**config.mk**
```make
export PLATFORM = sky130hd
export DESIGN_NAME = mul_div_unit
export DESIGN_NICKNAME = d
export VERILOG_FILES = /design/src/rtl/mdu_pkg.sv /design/src/rtl/mdu_iter_core.sv /design/src/rtl/mul_div_unit.sv
export SDC_FILE = /design/constraint.sdc
export NUM_CORES = 1
export LEC_CHECK = 0
export ABC_AREA = 1
export CAP_MARGIN = 5
export CORE_ASPECT_RATIO = 0.75
export CORE_MARGIN = 2
export CORE_UTILIZATION = 35
export DETAILED_ROUTE_END_ITERATION = 12
export GPL_ROUTABILITY_DRIVEN = 0
export GPL_TIMING_DRIVEN = 0
export SETUP_SLACK_MARGIN = 0.4
export SYNTH_ARGS = -nofsm -noshare
export SYNTH_HDL_FRONTEND = slang
export SYNTH_SLANG_ARGS = --single-unit
```
**constraint.sdc**
```tcl
create_clock -name i_clk -period 5 [get_ports i_clk]
set_input_delay 0.5 -clock i_clk [delete_from_list [all_inputs] [get_ports i_clk]]
set_output_delay 0.5 -clock i_clk [all_outputs]
set_load 0.05 [all_outputs]
```
**src/rtl/mdu_pkg.sv**
```systemverilog
// Shared definitions for the iterative multiply/divide unit: op codes,
// FSM states and the per-iteration mode select.
package mdu_pkg;

  localparam int MDU_WIDTH = 32;

  localparam logic [2:0] OP_MULT  = 3'b000;
  localparam logic [2:0] OP_MULTU = 3'b001;
  localparam logic [2:0] OP_DIV   = 3'b010;
  localparam logic [2:0] OP_DIVU  = 3'b011;
  localparam logic [2:0] OP_MTHI  = 3'b100;
  localparam logic [2:0] OP_MTLO  = 3'b101;

  typedef enum logic [1:0] {
    ST_IDLE = 2'd0,
    ST_RUN  = 2'd1,
    ST_FIX  = 2'd2
  } state_e;

  typedef enum logic {
    MODE_MUL = 1'b0,
    MODE_DIV = 1'b1
  } mode_e;

endpackage

```
**src/rtl/mdu_iter_core.sv**
```systemverilog
// One combinational iteration of the shift-add multiplier or restoring divider.
// Accumulator layout: mult {carry, upper, multiplier}; div {remainder(W+1), quotient(W)}.
module mdu_iter_core
  import mdu_pkg::*;
#(
  parameter int WIDTH = MDU_WIDTH
) (
  input  logic [2*WIDTH:0] i_acc,
  input  logic [WIDTH-1:0] i_operand,
  input  mode_e            i_mode,
  output logic [2*WIDTH:0] o_acc
);

  logic [WIDTH:0]   w_sum;
  logic [WIDTH+1:0] w_shRem;
  logic [WIDTH+1:0] w_diff;
  logic             w_fits;

  // The extra top bit of w_diff is the borrow: clear means the divisor fits.
  always_comb begin
    w_sum   = {1'b0, i_acc[2*WIDTH-1:WIDTH]} + (i_acc[0] ? {1'b0, i_operand} : '0);
    w_shRem = {i_acc[2*WIDTH:WIDTH], i_acc[WIDTH-1]};
    w_diff  = w_shRem - {2'b00, i_operand};
    w_fits  = ~w_diff[WIDTH+1];
    if (i_mode == MODE_DIV) begin
      o_acc = {(w_fits ? w_diff[WIDTH:0] : w_shRem[WIDTH:0]), i_acc[WIDTH-2:0], w_fits};
    end else begin
      o_acc = {1'b0, w_sum, i_acc[WIDTH-1:1]};
    end
  end

endmodule

```
**src/rtl/mul_div_unit.sv**
```systemverilog
// MIPS-style iterative multiply/divide unit owning HI/LO. Signed ops run on
// magnitudes and are sign-corrected in a single FIX cycle before commit.
module mul_div_unit
  import mdu_pkg::*;
#(
  parameter int WIDTH = MDU_WIDTH
) (
  input  logic             i_clk,
  input  logic             i_rst_n,
  input  logic             i_start,
  input  logic [2:0]       i_op,
  input  logic [WIDTH-1:0] i_rs_val,
  input  logic [WIDTH-1:0] i_rt_val,
  output logic             o_busy,
  output logic             o_done,
  output logic [WIDTH-1:0] o_hi,
  output logic [WIDTH-1:0] o_lo
);

  localparam int CW = $clog2(WIDTH + 1);
  localparam int AW = 2 * WIDTH + 1;

  state_e           r_state;
  mode_e            r_mode;
  logic [CW-1:0]    r_count;
  logic [AW-1:0]    r_acc;
  logic [WIDTH-1:0] r_operand;
  logic             r_negQ;
  logic             r_negR;
  logic [WIDTH-1:0] r_hi;
  logic [WIDTH-1:0] r_lo;
  logic             r_busy;
  logic             r_done;

  logic             w_isMulDiv;
  logic             w_isDivOp;
  logic             w_signedOp;
  logic             w_signA;
  logic             w_signB;
  logic             w_divZero;
  logic [WIDTH-1:0] w_magA;
  logic [WIDTH-1:0] w_magB;
  logic [2*WIDTH-1:0] w_prod;
  logic [WIDTH-1:0] w_quot;
  logic [WIDTH-1:0] w_rem;
  logic [AW-1:0]    w_accNext;

  // Divide by zero keeps the raw dividend and clears the sign flags, so the
  // unsigned-view result (hi=rs, lo=all ones) drops straight out of the loop.
  always_comb begin
    w_isMulDiv = (i_op == OP_MULT) || (i_op == OP_MULTU) ||
                 (i_op == OP_DIV)  || (i_op == OP_DIVU);
    w_isDivOp  = (i_op == OP_DIV) || (i_op == OP_DIVU);
    w_signedOp = (i_op == OP_MULT) || (i_op == OP_DIV);
    w_signA    = w_signedOp & i_rs_val[WIDTH-1];
    w_signB    = w_signedOp & i_rt_val[WIDTH-1];
    w_divZero  = w_isDivOp && (i_rt_val == '0);
    w_magA     = (w_signA && !w_divZero) ? (~i_rs_val + 1'b1) : i_rs_val;
    w_magB     = w_signB ? (~i_rt_val + 1'b1) : i_rt_val;
    w_prod     = r_negQ ? (~r_acc[2*WIDTH-1:0] + 1'b1) : r_acc[2*WIDTH-1:0];
    w_quot     = r_negQ ? (~r_acc[WIDTH-1:0] + 1'b1) : r_acc[WIDTH-1:0];
    w_rem      = r_negR ? (~r_acc[2*WIDTH-1:WIDTH] + 1'b1) : r_acc[2*WIDTH-1:WIDTH];
  end

  mdu_iter_core #(
    .WIDTH(WIDTH)
  ) u_core (
    .i_acc    (r_acc),
    .i_operand(r_operand),
    .i_mode   (r_mode),
    .o_acc    (w_accNext)
  );

  always_ff @(posedge i_clk or negedge i_rst_n) begin
    if (!i_rst_n) begin
      r_state   <= ST_IDLE;
      r_mode    <= MODE_MUL;
      r_count   <= '0;
      r_acc     <= '0;
      r_operand <= '0;
      r_negQ    <= 1'b0;
      r_negR    <= 1'b0;
      r_hi      <= '0;
      r_lo      <= '0;
      r_busy    <= 1'b0;
      r_done    <= 1'b0;
    end else begin
      r_done <= 1'b0;
      case (r_state)
        ST_IDLE: begin
          if (i_start) begin
            if (w_isMulDiv) begin
              r_mode    <= w_isDivOp ? MODE_DIV : MODE_MUL;
              r_operand <= w_isDivOp ? w_magB : w_magA;
              r_acc     <= {{(WIDTH + 1){1'b0}}, (w_isDivOp ? w_magA : w_magB)};
              r_negQ    <= (w_signA ^ w_signB) && !w_divZero;
              r_negR    <= w_signA && !w_divZero;
              r_count   <= CW'(WIDTH);
              r_busy    <= 1'b1;
              r_state   <= ST_RUN;
            end else if (i_op == OP_MTHI) begin
              r_hi <= i_rs_val;
            end else if (i_op == OP_MTLO) begin
              r_lo <= i_rs_val;
            end
          end
        end
        ST_RUN: begin
          r_acc   <= w_accNext;
          r_count <= r_count - CW'(1);
          if (r_count == CW'(1)) begin
            r_state <= ST_FIX;
          end
        end
        ST_FIX: begin
          if (r_mode == MODE_DIV) begin
            r_hi <= w_rem;
            r_lo <= w_quot;
          end else begin
            r_hi <= w_prod[2*WIDTH-1:WIDTH];
            r_lo <= w_prod[WIDTH-1:0];
          end
          r_done  <= 1'b1;
          r_busy  <= 1'b0;
          r_state <= ST_IDLE;
        end
        default: begin
          r_state <= ST_IDLE;
        end
      endcase
    end
  end

  assign o_busy = r_busy;
  assign o_done = r_done;
  assign o_hi   = r_hi;
  assign o_lo   = r_lo;

endmodule

```
==> impl_metrics.env, run 1 <==
export IMPL_run_status="finished with violations"
export IMPL_failed_checks="negative hold slack"
export IMPL_total_of_cells_resized_after_clock_tree_synthesis=0
export IMPL_die_area_um2=55000
export IMPL_synthesized_instance_count=3144
export IMPL_cts_htree_levels=4
export IMPL_holdWs_ps=-16.4
export IMPL_ioPinCount=136
export IMPL_commonest_cells_after_routing_fill_and_taps_aside="sky130_fd_sc_hd__nand2_1, sky130_fd_sc_hd__inv_1, sky130_fd_sc_hd__nor2_1, sky130_fd_sc_hd__nand3_1, sky130_fd_sc_hd__a21oi_1"
export IMPL_clock_skew_ps=17.2
export IMPL_grt_util_all_layers_pct=30.6
export IMPL_worstSetupStartpointType="primary input"
export IMPL_num_nets_final=3441
export IMPL_crit_chain="clkdlybuf4s50_1, inv_1, ha_1, nand3_1, nor2_1, nand2_1, nor3_1, xor2_1, nand2_1, nand3_1, nand3_1, a21oi_1"
export IMPL_placement_io_buffers=135
export IMPL_insertion_delay_ps=480
export IMPL_antenna_cells_inserted=0
export IMPL_post_route_util_pct=40.6
export IMPL_clk_pin_slew_worst_paths_ps=80
export IMPL_worstPathArrival_ps=3580
export IMPL_path_class="in2reg"
export IMPL_core_area_um2=52700
export IMPL_worst_path_max_fanout=5
export IMPL_max_cap_violations=0
export IMPL_ys_warn_count=0
export IMPL_mostFrequentLayoutCell="sky130_fd_sc_hd__nand2_1"
export IMPL_clock_power_share_pct=7.9
export IMPL_tritoncts_buffer_count=17
export IMPL_detailedRoute_firstIterationViolations=3015
export IMPL_die_y_um=204
export IMPL_hold_bufs_inserted_after_cts=0
export IMPL_fraction_of_the_yosys_area_taken_by_sequential_cells_pct=23.4
export IMPL_antenna_found_initial=2
export IMPL_standby_leakage_power_nw=10.5
export IMPL_final_hold_violation_count=11
export IMPL_worst_ep_required_time_ps=5410
export IMPL_slew_headroom_pct=36.1
export IMPL_synth_ff_latch_count=174
export IMPL_sw_frac_of_total_pct=60.7
export IMPL_period_share_pct=63.3
export IMPL_cts_setup_buffers=0
export IMPL_grt_first_pass_wirelength_um=125000
export IMPL_p_switching_w=0.0104
export IMPL_sequentialPowerShare_pct=19.2
export IMPL_crit_path_max_incr_delay_ps=620
export IMPL_hpwlAfterDp_um=71400
export IMPL_clkSinkCount=174
export IMPL_p_int_w=0.00674
export IMPL_post_route_min_period_ps=3160
export IMPL_worst_path_max_delay_cell="sky130_fd_sc_hd__clkdlybuf4s50_1"
export IMPL_rsz_0062_raised_after_global_routing="false"
export IMPL_worstRegToRegCells=13
export IMPL_netlist_cell_type_count=56
export IMPL_crit_path_frequent_cell="sky130_fd_sc_hd__nand3_1"
export IMPL_cts_root_buf="sky130_fd_sc_hd__clkbuf_16"
export IMPL_hp_class="in2async"
export IMPL_syn_to_final_growth_pct=15.2
export IMPL_worst_pin_slew_ps=955
export IMPL_regToRegSetupSlack_ps=1940
export IMPL_ir_drop_mv=0.343
export IMPL_detail_route_first_pass_iterations=6
export IMPL_synth_cell_area_um2=18600
export IMPL_initial_utilization_pct=35.3
export IMPL_setup_worst_path_end_class="flip-flop"
export IMPL_power_density_normalized_to_cell_area_nw_per_um2=801
export IMPL_power_share_combinational_pct=72.9
export IMPL_post_route_worst_setup_slack_ps=1840
export IMPL_synth_nets=3286
export IMPL_routed_wirelength_um=85500
export IMPL_maxSlewViolCount=0
export IMPL_worst_r2r_startpoint="r_acc[53]"
export IMPL_dp_slack_ps=1480
export IMPL_first_global_vias=19398
export IMPL_dieWidth_um=270
export IMPL_dr_total_vias=21922
export IMPL_worstReg2RegEnd="r_acc[51]"
export IMPL_largest_net_degree_at_the_start_of_global_routing=102
export IMPL_post_detailed_route_drc_marker_count=0
export IMPL_edff_count_synth=0
export IMPL_synthesis_area_per_instance_um2=5.91
export IMPL_routed_via_density=5.45
export IMPL_fin_tns_setup_ps=0
export IMPL_synthArstFlopShare_pct=100
export IMPL_final_setup_viol_count=0
export IMPL_grt_overflow_total=0
export IMPL_placement_rows=73
export IMPL_avgRoutedWirePerCell_um=21.3
export IMPL_max_clock_path_buffers=2
export IMPL_route_antenna_remaining_nets=0
export IMPL_yosys_most_used_dff="sky130_fd_sc_hd__dfrtp_1"
export IMPL_drive_above_1_share_pct=4.65
export IMPL_timing_fmax_mhz=316
export IMPL_tritoncts="done"
-- registers in the layout, summed over array words and instances, names as in the netlist --
signal,count
r_acc,65
o_hi,32
o_lo,32
r_operand,32
r_count,6
r_state,2
o_busy,1
o_done,1
r_mode,1
r_negQ,1
r_negR,1
-- through the flow --
stage / area (um^2) / power [W] / std cells
global placement: 20800 / 0.0153 / 3991
detailed placement: 20900 / 0.0153 / 3992
CTS: 21400 / 0.0167 / 4024
global route: 21400 / 0.0184 / 4024
finish: 21400 / 0.0171 / 4024
floorplan: 18600 / 0.0113 / 3144
-- how the worst max path moves through the flow --
stage                           start             to  slack (ps)  cells past startpoint
after CTS                 i_rs_val[0]      r_acc[30]        1970                     12
final                     i_rs_val[0]      r_acc[30]        1840                     12
after global placement        i_rst_n  r_operand[19]       -4550                      1
after floorplan              r_acc[0]      r_acc[47]        2690                     17
after detailed placement  i_rs_val[0]      r_acc[30]        1480                     12
after global routing      i_rs_val[0]      r_acc[30]        1690                     12
-- kinds of logic after synthesis --
| logic type | after synthesis | synth area share [%] |
|---|---|---|
| AO/OA/AOI/OAI | 482 | 14.8 |
| XOR/XNOR | 78 | 3.68 |
| adder cells (fa/ha/maj) | 72 | 4.93 |
| buffers and inverters | 526 | 11.3 |
| flip-flops | 174 | 23.4 |
| AND/OR/NAND/NOR | 1812 | 41.8 |
-- area by class of cell --
cell class | instances | area [um^2]
plain buffers | 105 | 528
inverters | 421 | 1580
clock inverters | 14 | 123
flip-flops and latches | 174 | 4350
repair buffers | 136 | 1380
well taps | 712 | 891
fillers | 5789 | 31300
clock buffers | 18 | 429
multi-input cells | 2444 | 12100
-- synthesized netlist by cell type, types with 3 or more instances --
library cell | n | share of area [%]
sky130_fd_sc_hd__nand2_1 | 911 | 18
sky130_fd_sc_hd__o21a_1 | 10 | 0.40
sky130_fd_sc_hd__dfrtp_1 | 174 | 23
sky130_fd_sc_hd__or2_2 | 16 | 0.54
sky130_fd_sc_hd__buf_4 | 5 | 0.20
sky130_fd_sc_hd__nand2_2 | 16 | 0.54
sky130_fd_sc_hd__o211ai_1 | 13 | 0.53
sky130_fd_sc_hd__o21ai_2 | 3 | 0.14
sky130_fd_sc_hd__and2_1 | 3 | 0.10
sky130_fd_sc_hd__xor2_1 | 51 | 2.4
sky130_fd_sc_hd__nand3b_1 | 17 | 0.69
sky130_fd_sc_hd__buf_1 | 17 | 0.34
sky130_fd_sc_hd__xnor2_1 | 27 | 1.3
sky130_fd_sc_hd__nor2_4 | 6 | 0.36
sky130_fd_sc_hd__nor3_1 | 26 | 0.70
sky130_fd_sc_hd__inv_1 | 410 | 8.3
sky130_fd_sc_hd__nor2_2 | 10 | 0.34
sky130_fd_sc_hd__inv_2 | 10 | 0.20
sky130_fd_sc_hd__nand3_1 | 333 | 9.0
sky130_fd_sc_hd__o221ai_1 | 11 | 0.52
sky130_fd_sc_hd__a21o_1 | 15 | 0.61
sky130_fd_sc_hd__or2_0 | 4 | 0.13
sky130_fd_sc_hd__clkbuf_1 | 53 | 1.1
sky130_fd_sc_hd__o21ai_1 | 12 | 0.32
sky130_fd_sc_hd__nand4_1 | 38 | 1.3
sky130_fd_sc_hd__buf_6 | 6 | 0.36
sky130_fd_sc_hd__nor4_1 | 7 | 0.24
sky130_fd_sc_hd__buf_2 | 21 | 0.57
sky130_fd_sc_hd__o31ai_1 | 4 | 0.16
sky130_fd_sc_hd__a2bb2oi_1 | 8 | 0.38
sky130_fd_sc_hd__nor2_1 | 403 | 8.1
sky130_fd_sc_hd__nand2_4 | 6 | 0.36
sky130_fd_sc_hd__a21oi_1 | 186 | 5.0
sky130_fd_sc_hd__o21bai_1 | 10 | 0.40
sky130_fd_sc_hd__a31oi_1 | 26 | 0.88
sky130_fd_sc_hd__a22oi_1 | 22 | 0.89
sky130_fd_sc_hd__ha_1 | 70 | 4.7
sky130_fd_sc_hd__a21oi_2 | 3 | 0.14
sky130_fd_sc_hd__nand3_2 | 7 | 0.38
sky130_fd_sc_hd__o21ai_0 | 152 | 4.1
-- worst max-delay path: cells and delay by family --
| family | cells | cell delay, ps |
|---|---|---|
| xor+xnor | 1 | 210 |
| simple gates | 7 | 1380 |
| compound gates | 1 | 200 |
| fa+ha+maj | 1 | 330 |
| buf+inv | 2 | 960 |
-- power groups by stage --
| stage | clock network, W | logic (W) | registers, W |
|---|---|---|---|
| floorplan | 0 | 0.00775 | 0.00354 |
| global placement | 0 | 0.0120 | 0.00322 |
| detailed placement | 0 | 0.0121 | 0.00323 |
| CTS | 0.00137 | 0.0121 | 0.00320 |
| global route | 0.00144 | 0.0137 | 0.00331 |
| finish | 0.00136 | 0.0125 | 0.00329 |
-- per-layer routing --
metal  vias to the layer above  routed length (um)  global-route usage, %
met1                      9968               39000                   46.1
met3                       113               12900                   11.9
met5                         -                 136                   1.58
met4                         4                2070                   7.66
met2                      1374               31400                   39.2
li1                      10463                   -                      -
No activity file was read; power rests on OpenSTA's default activity.
==> run 2, diff against run 1 <==
==> constraint.sdc (replaced) <==
create_clock -name i_clk -period 2.9 [get_ports i_clk]
set_input_delay 0.29 -clock i_clk [delete_from_list [all_inputs] [get_ports i_clk]]
set_output_delay 0.29 -clock i_clk [all_outputs]
set_load 0.05 [all_outputs]
==> impl_metrics.env, run 2 (synthesis results as in run 1) <==
export IMPL_run_status="finished clean"
export IMPL_max_clock_path_buffers=2
export IMPL_die_y_um=204
export IMPL_post_route_min_period_ps=2530
export IMPL_placedInstanceArea_um2=20900
export IMPL_multi_input_comb_area_um2=13500
export IMPL_holdWs_ps=365
export IMPL_routed_via_density=5.49
export IMPL_cts_root_buf="sky130_fd_sc_hd__clkbuf_16"
export IMPL_grt_first_pass_wirelength_um=129000
export IMPL_seqCellArea_um2=4410
export IMPL_mostFrequentLayoutCell="sky130_fd_sc_hd__nand2_1"
export IMPL_insertion_delay_ps=490
export IMPL_syn_to_final_growth_pct=26.7
export IMPL_avgRoutedWirePerCell_um=21.9
export IMPL_period_share_pct=87.3
export IMPL_final_setup_viol_count=0
export IMPL_worst_path_max_delay_cell="sky130_fd_sc_hd__dfrtp_1"
export IMPL_cts_htree_levels=4
export IMPL_clock_skew_ps=19.3
export IMPL_hp_class="in2async"
export IMPL_route_antenna_remaining_nets=0
export IMPL_largest_net_degree_at_the_start_of_global_routing=102
export IMPL_initial_utilization_pct=35.3
export IMPL_tritoncts_buffer_count=17
export IMPL_standby_leakage_power_nw=10.9
export IMPL_routed_wirelength_um=90000
export IMPL_clkSinkCount=174
export IMPL_detailedRoute_firstIterationViolations=3058
export IMPL_worstSetupStartpointType="flip-flop"
export IMPL_placement_rows=73
export IMPL_grt_overflow_total=0
export IMPL_ioPinCount=136
export IMPL_maxSlewViolCount=0
export IMPL_die_area_um2=55000
export IMPL_worst_pin_slew_ps=965
export IMPL_dr_total_vias=22515
export IMPL_tritoncts="done"
export IMPL_num_nets_final=3521
export IMPL_setup_worst_path_end_class="flip-flop"
export IMPL_largest_register="r_acc"
export IMPL_commonest_cells_after_routing_fill_and_taps_aside="sky130_fd_sc_hd__nand2_1, sky130_fd_sc_hd__inv_1, sky130_fd_sc_hd__nor2_1, sky130_fd_sc_hd__nand3_1, sky130_fd_sc_hd__a21oi_1"
export IMPL_antenna_cells_inserted=0
export IMPL_timing_fmax_mhz=395
export IMPL_crit_path_max_incr_delay_ps=390
export IMPL_ir_drop_mv=0.739
export IMPL_detail_route_first_pass_iterations=6
export IMPL_placement_io_buffers=135
export IMPL_max_cap_violations=0
export IMPL_crit_chain="buf_6, clkbuf_4, nand2_1, inv_1, ha_2, nand2_1, nor2_2, nand2_1, nor4_2, nand2_1, nand3_1, nand2_1, o21ai_0, inv_1, nand2_1, nand2_1"
export IMPL_design_area_um2=23600
export IMPL_largest_reg_flops=65
export IMPL_rsz_0062_raised_after_global_routing="true"
export IMPL_grt_util_all_layers_pct=31.5
export IMPL_final_hold_violation_count=0
export IMPL_first_global_vias=19811
export IMPL_hpwlAfterDp_um=71400
export IMPL_path_class="reg2reg"
export IMPL_core_area_um2=52700
export IMPL_clk_pin_slew_worst_paths_ps=80
export IMPL_antenna_found_initial=1
export IMPL_power_density_normalized_to_cell_area_nw_per_um2=1420
export IMPL_post_detailed_route_drc_marker_count=0
export IMPL_worstPathArrival_ps=2910
export IMPL_slew_headroom_pct=35.4
export IMPL_drive_above_1_share_pct=15.3
export IMPL_worst_ep_required_time_ps=3280
export IMPL_n_fill_cell=5575
export IMPL_dieWidth_um=270
export IMPL_crit_path_frequent_cell="sky130_fd_sc_hd__nand2_1"
export IMPL_worst_path_max_fanout=10
==> run 2: cell types whose count changed in the layout (fill, tap and decap cells not counted), moves of 37 or more <==
cell                      before  now
sky130_fd_sc_hd__buf_4         5   81
sky130_fd_sc_hd__dfrtp_1     174  133
sky130_fd_sc_hd__dfrtp_2       0   41
sky130_fd_sc_hd__ha_1         70   11
sky130_fd_sc_hd__ha_4          0   52
sky130_fd_sc_hd__nand2_1     911  867
sky130_fd_sc_hd__nand2_2      16   53
==> run 2: power breakdown <==
part	internal, W	total, W	switching, W	leakage, nW
Clock	0.00113	0.00237	0.00124	0.276
Sequential	0.00370	0.00531	0.00161	2.01
Combinational	0.00899	0.0258	0.0168	8.65
Total	0.0138	0.0335	0.0196	10.9
==> run 2: worst paths after layout <==
check,startpoint,endpoint,slack [ps],cells past startpoint
max in group asynchronous,i_rst_n,r_operand[15],1540,3
worst min-delay path,i_rst_n,o_hi[21],370,2
worst max register to register,r_acc[0],r_acc[60],370,16
worst min register to register,o_lo[1],o_lo[1],480,2
min in group i_clk,o_lo[1],o_lo[1],480,2
worst max-delay path,r_acc[0],r_acc[60],370,16
==> run 2: final cells by class <==
type | instances | share of cell area, %
Tap cell | 712 | 3.78
Inverter | 421 | 6.72
Multi-Input combinational cell | 2444 | 57.4
Clock inverter | 14 | 0.521
Clock buffer | 18 | 1.82
Buffer | 105 | 2.37
Timing Repair Buffer | 216 | 8.64
Sequential cell | 174 | 18.7
==> run 2: per-stage QoR <==
stage               setup slack [ps]  utilization [%]  total power (W)  setup TNS [ps]  std cells
finish                           368             44.7           0.0335               0       4104
global route                     301             44.7           0.0356               0       4104
CTS                              342             42.3           0.0303               0       4071
detailed placement              -413             39.6           0.0264           -1840       3992
global placement               -6440             39.5           0.0263        -1118520       3991
floorplan                        588                -           0.0195               0       3144
==> run 2: repair_timing <==
item,CTS,global route
gates resized for setup,126,238
setup buffers,46,33
hold endpoints to repair,73,0
hold buffers,1,0
setup endpoints to repair,45,116
gates cloned,0,0
pin swaps,10,55
==> run 2: critical path: cells and delay by family (launching register included) <==
family	cells	cell delay [ps]
buf+inv	4	420
fa+ha+maj	1	390
simple gates	10	1060
flops	1	390
compound gates	1	170
==> run 2: per-layer routing <==
metal  part of all wire, %  track usage (%)  wire length [um]  vias up
met5                  0.17             1.58               153        -
met2                    37             40.4             33500     1393
met1                    44             46.4             39800    10376
li1                      -                -                 -    10621
met3                    16             14.1             14200      120
met4                   2.6             7.92              2320        5
